## config.mk

```make
export PLATFORM = sky130hd
export DESIGN_NAME = traffic_intersection_ctrl
export DESIGN_NICKNAME = d
export VERILOG_FILES = /design/src/rtl/traffic_intersection_ctrl.sv
export SDC_FILE = /design/constraint.sdc
export NUM_CORES = 1
export LEC_CHECK = 0
export ABC_AREA = 0
export CAP_MARGIN = 10
export CORE_MARGIN = 4
export CORE_UTILIZATION = 36
export DETAILED_ROUTE_END_ITERATION = 7
export PLACE_DENSITY = 0.6
export SKIP_LAST_GASP = 1
export SYNTH_ARGS = -nofsm -noshare
export SYNTH_HDL_FRONTEND = slang
export SYNTH_SLANG_ARGS = --single-unit
```

## constraint.sdc

```tcl
create_clock -name clk_i -period 2.8 [get_ports clk_i]
set_clock_uncertainty 0.05 [all_clocks]
set_input_delay 0.7 -clock clk_i [delete_from_list [all_inputs] [get_ports clk_i]]
set_output_delay 0.7 -clock clk_i [all_outputs]
set_load 0.1 [all_outputs]
```

## src/rtl/traffic_intersection_ctrl.sv

```systemverilog
// ---------------------------------------------------------------------------
// traffic_intersection_ctrl
//
// Purpose:
//   Two-road intersection light controller. Road A and road B take turns
//   through green, yellow and all-red clearance phases. A latched pedestrian
//   request inserts a walk phase after the B->A clearance. A night request
//   diverts the sequence into a flashing-yellow mode at a clearance exit.
//   All timing advances only on cycles where the tick enable is high.
//
// Ports:
//   clk_i           clock, rising edge
//   reset_i         synchronous active-high reset, dominates all inputs
//   enable_i        tick enable; timer and state advance only when 1
//   ped_req_i       pedestrian button (level or pulse), sampled every cycle
//   night_i         night-mode request
//   red_a_o, yellow_a_o, green_a_o   road A lamps
//   red_b_o, yellow_b_o, green_b_o   road B lamps
//   walk_o          pedestrian walk lamp
//   ped_pending_o   latched pedestrian request
//   phase_o         current state code (0..7)
// ---------------------------------------------------------------------------
module traffic_intersection_ctrl #(
  parameter int CNT_W    = 4,
  parameter int GREEN_T  = 8,
  parameter int YELLOW_T = 3,
  parameter int ALLRED_T = 1,
  parameter int PED_T    = 4,
  parameter int FLASH_T  = 2
) (
  input  logic       clk_i,
  input  logic       reset_i,
  input  logic       enable_i,
  input  logic       ped_req_i,
  input  logic       night_i,
  output logic       red_a_o,
  output logic       yellow_a_o,
  output logic       green_a_o,
  output logic       red_b_o,
  output logic       yellow_b_o,
  output logic       green_b_o,
  output logic       walk_o,
  output logic       ped_pending_o,
  output logic [2:0] phase_o
);

  typedef enum logic [2:0] {
    A_GREEN   = 3'd0,
    A_YELLOW  = 3'd1,
    ALLRED_AB = 3'd2,
    B_GREEN   = 3'd3,
    B_YELLOW  = 3'd4,
    ALLRED_BA = 3'd5,
    PED_WALK  = 3'd6,
    FLASH     = 3'd7
  } state_e;

  state_e           state_q, state_d;
  logic [CNT_W-1:0] timer_q, timer_d;
  logic             ped_q,   ped_d;
  logic             flash_q, flash_d;

  // Timer reload value for a state: the state lasts duration ticks, so the
  // timer counts duration-1 down to zero and the exit fires on the zero tick.
  function automatic logic [CNT_W-1:0] loadValue(input state_e s);
    logic [CNT_W-1:0] v;
    case (s)
      A_GREEN, B_GREEN:     v = CNT_W'(GREEN_T - 1);
      A_YELLOW, B_YELLOW:   v = CNT_W'(YELLOW_T - 1);
      ALLRED_AB, ALLRED_BA: v = CNT_W'(ALLRED_T - 1);
      PED_WALK:             v = CNT_W'(PED_T - 1);
      FLASH:                v = CNT_W'(FLASH_T - 1);
      default:              v = CNT_W'(GREEN_T - 1);
    endcase
    return v;
  endfunction

  // State, timer, pedestrian latch and flash bit registers.
  always_ff @(posedge clk_i) begin
    if (reset_i) begin
      state_q <= A_GREEN;
      timer_q <= CNT_W'(GREEN_T - 1);
      ped_q   <= 1'b0;
      flash_q <= 1'b0;
    end else begin
      state_q <= state_d;
      timer_q <= timer_d;
      ped_q   <= ped_d;
      flash_q <= flash_d;
    end
  end

  // Next-state logic. Night is only looked at on clearance exits and on
  // flash toggle ticks, so a running green or yellow always completes.
  // In FLASH, a zero-timer tick with night still requested toggles the
  // flash bit and reloads the half-period instead of leaving the state.
  // Entering PED_WALK clears the request latch, which also swallows a
  // button press arriving on that same edge.
  always_comb begin
    state_d = state_q;
    timer_d = timer_q;
    ped_d   = ped_q;
    flash_d = flash_q;

    if (ped_req_i && (state_q != PED_WALK)) begin
      ped_d = 1'b1;
    end

    if (enable_i) begin
      if (timer_q != '0) begin
        timer_d = timer_q - 1'b1;
      end else begin
        case (state_q)
          A_GREEN:   state_d = A_YELLOW;
          A_YELLOW:  state_d = ALLRED_AB;
          ALLRED_AB: state_d = night_i ? FLASH : B_GREEN;
          B_GREEN:   state_d = B_YELLOW;
          B_YELLOW:  state_d = ALLRED_BA;
          ALLRED_BA: begin
            if (night_i) begin
              state_d = FLASH;
            end else if (ped_q) begin
              state_d = PED_WALK;
            end else begin
              state_d = A_GREEN;
            end
          end
          PED_WALK:  state_d = A_GREEN;
          FLASH: begin
            if (night_i) begin
              flash_d = ~flash_q;
              timer_d = loadValue(FLASH);
            end else begin
              state_d = ALLRED_BA;
            end
          end
          default:   state_d = A_GREEN;
        endcase

        if (state_d != state_q) begin
          timer_d = loadValue(state_d);
          if (state_d == FLASH) begin
            flash_d = 1'b1;
          end
          if (state_d == PED_WALK) begin
            ped_d = 1'b0;
          end
        end
      end
    end
  end

  // Moore lamp decode from the registered state.
  always_comb begin
    red_a_o    = 1'b0;
    yellow_a_o = 1'b0;
    green_a_o  = 1'b0;
    red_b_o    = 1'b0;
    yellow_b_o = 1'b0;
    green_b_o  = 1'b0;
    walk_o     = 1'b0;
    case (state_q)
      A_GREEN: begin
        green_a_o = 1'b1;
        red_b_o   = 1'b1;
      end
      A_YELLOW: begin
        yellow_a_o = 1'b1;
        red_b_o    = 1'b1;
      end
      B_GREEN: begin
        red_a_o   = 1'b1;
        green_b_o = 1'b1;
      end
      B_YELLOW: begin
        red_a_o    = 1'b1;
        yellow_b_o = 1'b1;
      end
      ALLRED_AB, ALLRED_BA: begin
        red_a_o = 1'b1;
        red_b_o = 1'b1;
      end
      PED_WALK: begin
        red_a_o = 1'b1;
        red_b_o = 1'b1;
        walk_o  = 1'b1;
      end
      FLASH: begin
        yellow_a_o = flash_q;
        yellow_b_o = flash_q;
      end
      default: begin
        red_a_o = 1'b1;
        red_b_o = 1'b1;
      end
    endcase
  end

  assign ped_pending_o = ped_q;
  assign phase_o       = state_q;

endmodule
```

Word-level counts from Yosys, hierarchy flattened
Memories as Yosys holds them, arrays and structs flattened.
Index checks and enable logic that the tools add are counted.
{"block": "totals", "reg_bits": 9, "latch_bits": 0, "ramBits": 0, "rom_bits": 24, "in_bits": 5, "out_inout_bits": 11, "elab_cells": 55, "n_memories": 1}
{"block": "op_classes", "add_sub_neg": 1, "n_mul": 0, "n_div": 0, "magnitude_cmp": 0, "n_eq_ne": 11, "n_shift": 0, "muxes": 27, "bitwise": 2, "reduce_logical": 9}
{"name": "(name not given)", "depth": 8, "width": 3, "read_ports": 1, "rd_ports_with_merged_regs": 0, "wr": 0, "line": "67", "rtl": "case (s)"}
{"cell": "case mux 3 bit (8 select lines)", "n": 1}
{"cell": "== test 3 bit (second input constant)", "n": 6}
{"cell": "2-to-1 mux 3 bit", "n": 6}
{"cell": "2-to-1 mux 4 bit", "n": 4}
{"cell": "2-to-1 mux 1 bit", "n": 14}
{"cell": "OR reduction 5 bit", "n": 2}
{"cell": "== test 3 x 2 -> 1 bit (second input constant)", "n": 2}
{"cell": "nonzero test 3 bit", "n": 2}
{"cell": "case mux 1 bit (2 select lines)", "n": 2}
{"cell": "nonzero test 4 bit", "n": 1}
{"cell": "subtractor 4 x 1 -> 4 bit (second input constant)", "n": 1}
{"cell": "== test 3 x 1 -> 1 bit (second input constant)", "n": 1}
{"cell": "zero test 3 bit", "n": 1}
{"cell": "inequality test 3 bit", "n": 1}
{"cell": "inequality test 3 bit (second input constant)", "n": 1}
{"cell": "AND reduction 3 bit", "n": 1}
{"cell": "inverter 1 bit", "n": 2}
{"cell": "AND reduction 2 bit", "n": 1}
{"cell": "logical AND 1 bit", "n": 1}

Depth between registers and ports, before layout
Gate-level depths: netlist of run 1.
{"block": "depth", "depth_word": 10, "mapped_depth": 11, "ltp_nobuf": 9}

Worst setup path before layout of run 1
OpenSTA, ideal clock, no wires.
{"block": "synth_path", "kind": "register to output", "start": "register state_q[0] (netlist: phase_o[0])", "end": "output port green_a_o", "arrival_ns": 3.233, "required_time_ns": 2.050, "setup_slack_ns": -1.183, "stages_incl_launch_ff": 4, "n_path_buf": 2, "path_cell_list": "dfxtp_1 buf_4 clkbuf_1 nor3_1"}
{"block": "synth_via", "elab_chain_cells": 2}
{"item": "from (decl)", "line": "58", "rtl": "state_e state_q, state_d;"}
{"item": "from (signal assigned)", "line": "86", "rtl": "state_q <= state_d;"}
{"item": "zero test 3 bit", "line": "162", "rtl": "case (state_q)"}
{"item": "2-to-1 mux 1 bit", "line": "162"}
{"item": "to (decl)", "line": "38", "rtl": "output logic green_a_o,"}
Every way passes these cells.

Worst setup path in the final report of run 1
{"block": "layout_path", "start": "input port night_i", "end": "register timer_q[1]"}
{"block": "layout_via", "elab_chain_cells": 7, "word_cells_on_any_way": 13, "cone_classes": "eq/ne: 1; mux: 8; reduce/logical: 3; memory: 1"}
{"item": "from (decl)", "line": "35", "rtl": "input logic night_i,"}
{"item": "2-to-1 mux 3 bit, on equally long branches", "line": "130, 116, 120"}
{"item": "case mux 3 bit (8 select lines)", "line": "113", "rtl": "case (state_q)"}
{"item": "2-to-1 mux 3 bit", "line": "110", "rtl": "if (timer_q != '0) begin"}
{"item": "2-to-1 mux 3 bit", "line": "109", "rtl": "if (enable_i) begin"}
{"item": "memory (8 x 3 bit) or inequality test 3 bit (tied branches)"}
{"item": "2-to-1 mux 4 bit or nonzero test 3 bit (tied branches)"}
{"item": "2-to-1 mux 4 bit or AND reduction 3 bit (tied branches)"}
{"item": "to (signal assigned)", "line": "82", "rtl": "timer_q <= CNT_W'(GREEN_T - 1);"}
{"item": "to (signal assigned)", "line": "87", "rtl": "timer_q <= timer_d;"}
{"item": "to (decl)", "line": "59", "rtl": "logic [CNT_W-1:0] timer_q, timer_d;"}
Several ways; a longest one is shown, not always the timed one. The select of a mux whose other input is x is not followed.
A chain may end at the register's enable or synchronous reset.

==> impl_metrics.csv, run 1 <==
group,metric,value,unit
grt,grt_usage,14.3,%
clock_tree,holdBufCountCts,0,
timing,slew_headroom,66.5,%
grt,grt_pass1_wl,3050,um
layout,syn_to_final_growth,34.2,%
routing,num_vias,726,
timing,final.min_clock_period,2500,ps
layout,post-route-util,51.3,%
floorplan,num_rows,16,
timing,fin_ws,303,ps
layout,drive_gt1_share,31.2,%
placement,dp_hpwl,1340,um
floorplan,die_area,2900,sq um
placement,finalWeightedCongestion,0.707,
clock_tree,cts_resized,0,
floorplan,initial_core_util,38.2,%
grt,grt_pass1_vias,699,
logic_synthesis,synthesis.nets,102,
placement,numPortBuffers,15,
worst_setup_path,cp_max_fo,5,
worst_setup_path,r2r_slack,540,ps
layout,fin_nets,119,
worst_setup_path,worstReg2RegEnd,"timer_q[1]",
worst_setup_path,crit_chain,"clkdlybuf4s50_1 > a21o_1 > a21oi_1 > inv_1 > ha_1 > or3b_2 > a21oi_1 > o31ai_1 > o311ai_1",
worst_setup_path,cp_data_arrival_time,2620,ps
pwr,ir_drop,0.149,mV
status,status,"completed",
min_path,min_from,"timer_q[1]",
clock_tree,clk_latency,260,ps
floorplan,core_area,1980,sq um
routing,vias_per_cell,5.34,
timing,tns,0,ps
clock_tree,clk_pin_slew,70,ps
floorplan,die_x,53.9,um
layout,antenna_cells,0,
timing,finalCritPeriodShare,89.2,%
worst_setup_path,critical_path_class,"in2reg",
worst_setup_path,start_kind,"input pin",
grt,grt_max_degree,21,
logic_synthesis,ys_ff_latch,9,
worst_setup_path,slowest_delay,470,ps
routing,wire_per_inst,13.2,um
clock_tree,cts-htree-levels,1,
worst_setup_path,cp_common_cell,"a21oi_1",
routing,ant_nets,0,
routing,routed_wl,1790,um
logic_synthesis,syn_inst,93,
grt,overflow,0,
logic_synthesis,ys_seq_area_share,23.8,%
timing,finalSetupViolCount,0,
run,drv_cap,0,
worst_setup_path,ff2ff_path_depth,9,
min_path,hold_path_depth,2,
floorplan,die_h,53.9,um
clock_tree,post-cts-setup-buffers,0,
timing,fmax,0.400,GHz
routing,dr.pass1.iters,4,
worst_setup_path,crit_slowest_cell,"clkdlybuf4s50_1",
grt,grt_antenna_before_repair,0,
placement,place_ws,45.1,ps
logic_synthesis,ys_warn_count,0,
logic_synthesis,syn_area,757,sq um
routing,drtIter0Drc,4,
clock_tree,cts_buffers,3,
clock_tree,cts.sinks,9,
worst_setup_path,endpoint_kind,"flip-flop",
timing,finalHoldViolations,0,
clock_tree,root_buffer,"clkbuf_4",
worst_setup_path,worstPathRequired,2920,ps
timing,maxSlewViolCount,0,
clock_tree,clk_path_buf_depth,2,
timing,worst_slew_pin_slew,501,ps
min_path,hold_end,"timer_q[1]",
min_path,min_path_type,"reg2reg",
logic_synthesis,synth.distinct_cells,42,
pwr,static-leakage-power,0.410,nW
clock_tree,cts_tree,"built",
routing,drc_errors,0,
timing,rsz0062_at_grt,"false",
worst_setup_path,r2r-start,"phase_o[1]",
logic_synthesis,post_synth.cell_area_avg,8.14,sq um
floorplan,ioPinCount,16,
pwr,powerDensity,271,nW/um^2
## registers in the layout, summed over array words and instances (netlist names)
signal and count:
ped_pending_o 1, timer_q 4, flash_q 1, phase_o 3
## routing by layer
layer / vias up / routed length [um] / track usage, %
met1: 345 / 828 / 17.4
met2: 14 / 857 / 25.0
met3: 2 / 86 / 3.88
met5: - / 0 / 0
li1: 365 / - / -
met4: 0 / 19 / 2.55
## cell families after synthesis
group | count (synthesis) | share of synthesized area (%)
and+or+nand+nor | 34 | 29.3
AOI/OAI and AO/OA | 26 | 24.6
buffers and inverters | 15 | 9.58
DFF | 9 | 23.8
adders and majority gates | 4 | 6.61
xor gates and xnor gates | 3 | 3.47
muxes | 2 | 2.64
## worst max-delay path: cells and delay by family
family | cells | cell delay [ps]
compound gates | 5 | 700
fa+ha+maj | 1 | 220
buf+inv | 2 | 550
simple gates | 1 | 440
## power by group
| group | total [mW] | switching (mW) | leakage (nW) | internal [mW] |
|---|---|---|---|---|
| clock | 0.102 | 0.0475 | 0.0150 | 0.0550 |
| sequential | 0.135 | 0.00397 | 0.0753 | 0.131 |
| combinational | 0.0378 | 0.0218 | 0.320 | 0.0160 |
## area by class of cell
cell class                      instances  area (sq um)
Sequential cell                         9           186
Clock buffer                            4          26.3
Tap cell                               27          33.8
Timing Repair Buffer                   21           193
Inverter                                6          22.5
Multi-Input combinational cell         69           554
Fill cell                             193           966
## cell usage in the layout, fill, tap and decap left out, drive strengths merged, types with 2 or more instances in the layout
master and instances:
clkdlybuf4s50 4, mux2i 2, and2 2, a211oi 3
nand2 2, inv 6, nor2b 3, xnor2 3
a21oi 8, ha 4, dfxtp 9, nor2 12
buf 17, nor4 2, clkbuf 4, nor3 3
a211o 2, nor4b 2, o21ai 3, and3 2
## Yosys cell counts
library cell | n | area (sq um)
nor2_1 | 12 | 45.0
dfxtp_1 | 9 | 180
a21oi_1 | 8 | 40.0
inv_1 | 6 | 22.5
ha_1 | 4 | 50.1
buf_2 | 3 | 15.0
buf_4 | 3 | 22.5
nor2b_1 | 3 | 18.8
nor3_1 | 3 | 15.0
xnor2_1 | 3 | 26.3
a211o_1 | 2 | 17.5
a211oi_1 | 2 | 15.0
and2_1 | 2 | 12.5
and3_1 | 2 | 12.5
mux2i_1 | 2 | 20.0
nand2_1 | 2 | 7.51
o21ai_0 | 2 | 10.0
a211oi_4 | 1 | 20.0
a21o_1 | 1 | 7.51
a311oi_1 | 1 | 8.76
a31oi_1 | 1 | 6.26
and3b_4 | 1 | 12.5
and4_1 | 1 | 8.76
buf_1 | 1 | 3.75
clkbuf_1 | 1 | 3.75
clkbuf_2 | 1 | 5.00
nand4bb_1 | 1 | 11.3
nor3b_1 | 1 | 7.51
nor4_1 | 1 | 6.26
nor4_2 | 1 | 12.5
nor4b_1 | 1 | 8.76
nor4b_4 | 1 | 23.8
nor4bb_1 | 1 | 10.0
o2111ai_1 | 1 | 8.76
o211ai_1 | 1 | 7.51
o21a_1 | 1 | 7.51
o21ai_1 | 1 | 5.00
o21bai_1 | 1 | 7.51
o22a_1 | 1 | 8.76
o311ai_1 | 1 | 8.76
o31ai_1 | 1 | 7.51
or3b_2 | 1 | 8.76
## stage by stage
stage / instance area, sq um / total power, mW / std cells / hold slack (ps)
3_3_place_gp: 990 / 0.175 / 132 / 465
4_1_cts: 1020 / 0.278 / 136 / 487
2_1_floorplan: 813 / 0.162 / 93 / 433
6_report: 1020 / 0.275 / 136 / 485
3_5_place_dp: 990 / 0.175 / 132 / 473
5_1_grt: 1020 / 0.289 / 136 / 545
## worst max-delay path by stage
stage / from / end / cells past startpoint
after detailed placement: night_i / timer_q[1] / 9
after global placement: night_i / timer_q[1] / 9
final: night_i / timer_q[1] / 9
after floorplan: phase_o[1] / yellow_b_o / 5
after global routing: night_i / timer_q[1] / 9
after CTS: night_i / timer_q[1] / 9
(Power assumes the default switching activity.)
==> inputs of run 2 (changes only) <==
CELL_PAD_IN_SITES_DETAIL_PLACEMENT = 0   (was unset)
CELL_PAD_IN_SITES_GLOBAL_PLACEMENT = 1   (was unset)
PLACE_DENSITY = 0.77   (was 0.6)
==> run 2 against run 1 <==
Power decreased by 1.3%. Final cell count increased by 0.74%. Worst setup slack improved by 1.4 ps. Via count decreased by 1.5%. Sequential share of layout area is 0.13 points lower. Non-clock buffer count increased by 1. Core utilization is 0.38 points higher. Final area is 0.74% higher. Hold slack lost 12 ps. Global-route usage fell by 0.26 points. Register-to-register slack improved by 40 ps. Highest routed layer is now met3.
==> impl_metrics.csv, run 2 (synthesis results as in run 1) <==
group,metric,value,unit
clock_tree,cts-htree-levels,1,
layout,drive_gt1_share,31.8,%
placement,finalWeightedCongestion,0.772,
pwr,pwr-share-comb,13.7,%
placement,dp_cells,133,
grt,grt_pass1_vias,682,
clock_tree,cts_buffers,3,
floorplan,ioPinCount,16,
pwr,switching_power,0.0699,mW
pwr,clockPowerShare,36.6,%
routing,dr.pass1.iters,5,
clock_tree,clk_path_buf_depth,2,
routing,drtIter0Drc,12,
clock_tree,cts_resized,0,
layout,stdcell_count,137,
clock_tree,clk_latency,260,ps
pwr,static-leakage-power,0.416,nW
worst_setup_path,crit_path_start,"night_i",
pwr,total_power,0.272,mW
grt,use_met1,19.7,%
timing,fmax,0.401,GHz
worst_setup_path,ff2ff_path_depth,8,
grt,busiest_layer,"met2",
placement,numPortBuffers,15,
layout,post-route-util,51.6,%
timing,finalHoldViolations,0,
run,drv_cap,0,
grt,grt_max_degree,20,
layout,largest_register_ffs,4,
timing,finalSetupViolCount,0,
layout,layout_common_cells,"16 x buf_4, 10 x nor2_1, 6 x a21oi_1, 6 x inv_1, 6 x dfxtp_1",
grt,overflow,0,
layout,multiInputGateArea,554,sq um
timing,tns,0,ps
timing,hold_slack,474,ps
worst_setup_path,cp_data_arrival_time,2610,ps
pwr,p_sw_share,25.7,%
routing,num_vias,715,
floorplan,initial_core_util,38.2,%
floorplan,num_rows,16,
timing,worst_slew_pin_slew,489,ps
routing,routed_wl,1760,um
placement,dp_hpwl,1350,um
worst_setup_path,endpoint_kind,"flip-flop",
min_path,min_path_type,"reg2reg",
pwr,seq_power_share,49.7,%
worst_setup_path,cp_max_fo,4,
routing,drc_errors,0,
layout,top_register,"timer_q",
worst_setup_path,r2r_slack,580,ps
layout,fin_nets,120,
worst_setup_path,endpoint,"timer_q[1]",
worst_setup_path,r2r-start,"phase_o[2]",
floorplan,die_x,53.9,um
clock_tree,cts_tree,"built",
clock_tree,cts.sinks,9,
routing,vias_per_cell,5.22,
worst_setup_path,critical_path_class,"in2reg",
grt,grt_use_met3,2.22,%
timing,rsz0062_at_grt,"false",
pwr,ir_drop,0.178,mV
timing,final.min_clock_period,2500,ps
clock_tree,root_buffer,"clkbuf_4",
timing,slew_headroom,67.3,%
status,status,"completed",
routing,ant_nets,0,
timing,maxSlewViolCount,0,
grt,grt_pass1_wl,3000,um
layout,antenna_cells,0,
floorplan,core_area,1980,sq um
grt,grt_usage,14.0,%
routing,wire_per_inst,12.9,um
worst_setup_path,start_kind,"input pin",
layout,fillers,194,
grt,grt_antenna_before_repair,0,
timing,finalCritPeriodShare,89.1,%
pwr,powerDensity,265,nW/um^2
pwr,p_int,0.202,mW
layout,regArea,186,sq um
worst_setup_path,worstPathRequired,2910,ps
clock_tree,clk_pin_slew,60,ps
grt,grtUsageMet2,21.4,%
clock_tree,post-cts-setup-buffers,0,
floorplan,die_area,2900,sq um
layout,syn_to_final_growth,35.2,%
clock_tree,holdBufCountCts,0,
floorplan,die_h,53.9,um
worst_setup_path,worstReg2RegEnd,"timer_q[1]",
layout,final_common_cell,"buf_4",
-- run 2: cell types whose count changed in the layout (fill, tap and decap cells not counted) --
cell	previous run	this run
buf_4	15	16
-- run 2: power groups by stage --
stage          logic (mW)  clock network [mW]  registers (mW)
2_1_floorplan      0.0181                   0           0.144
3_3_place_gp       0.0371                   0           0.138
3_5_place_dp       0.0373                   0           0.138
4_1_cts            0.0375               0.104           0.135
5_1_grt            0.0403               0.109           0.136
6_report           0.0373              0.0994           0.135
-- run 2: layout make-up --
| type | count | area share (%) |
|---|---|---|
| clock buffers | 4 | 2.57 |
| well taps | 27 | 3.30 |
| inverters | 6 | 2.20 |
| flip-flops and latches | 9 | 18.2 |
| repair buffers | 22 | 19.6 |
| multi-input cells | 69 | 54.2 |
-- run 2: per-layer routing --
layer  vias to the layer above  share of wire (%)
li1                        370                  -
met1                       332                 50
met2                        13                 46
met3                         0                3.5
met4                         0                  0
met5                         -                  0
-- run 2: worst min-delay path by stage --
| stage | slack, ps | depth (start not counted) | endpoint | from |
|---|---|---|---|---|
| 6_report | 470 | 2 | timer_q[1] | timer_q[1] |
| 5_1_grt | 520 | 2 | timer_q[1] | timer_q[1] |
| 4_1_cts | 480 | 2 | timer_q[1] | timer_q[1] |
| 3_5_place_dp | 470 | 2 | timer_q[1] | timer_q[1] |
| 3_3_place_gp | 470 | 2 | timer_q[1] | timer_q[1] |
| 2_1_floorplan | 430 | 2 | timer_q[1] | timer_q[1] |
-- run 2: per-stage QoR --
| step | cell area (sq um) | setup WS [ps] |
|---|---|---|
| 3_3_place_gp | 997 | 57.2 |
| 6_report | 1020 | 304 |
| 2_1_floorplan | 813 | 38.4 |
| 5_1_grt | 1020 | 202 |
| 4_1_cts | 1020 | 305 |
| 3_5_place_dp | 997 | 34.9 |
-- run 2: critical path, cell delays in order --
cell             delay [ps]
clkdlybuf4s50_1         450
a21o_1                  190
a21oi_1                 210
inv_1                    90
ha_1                    210
or3b_2                  440
a21oi_1                 150
o31ai_1                  80
o311ai_1                 70
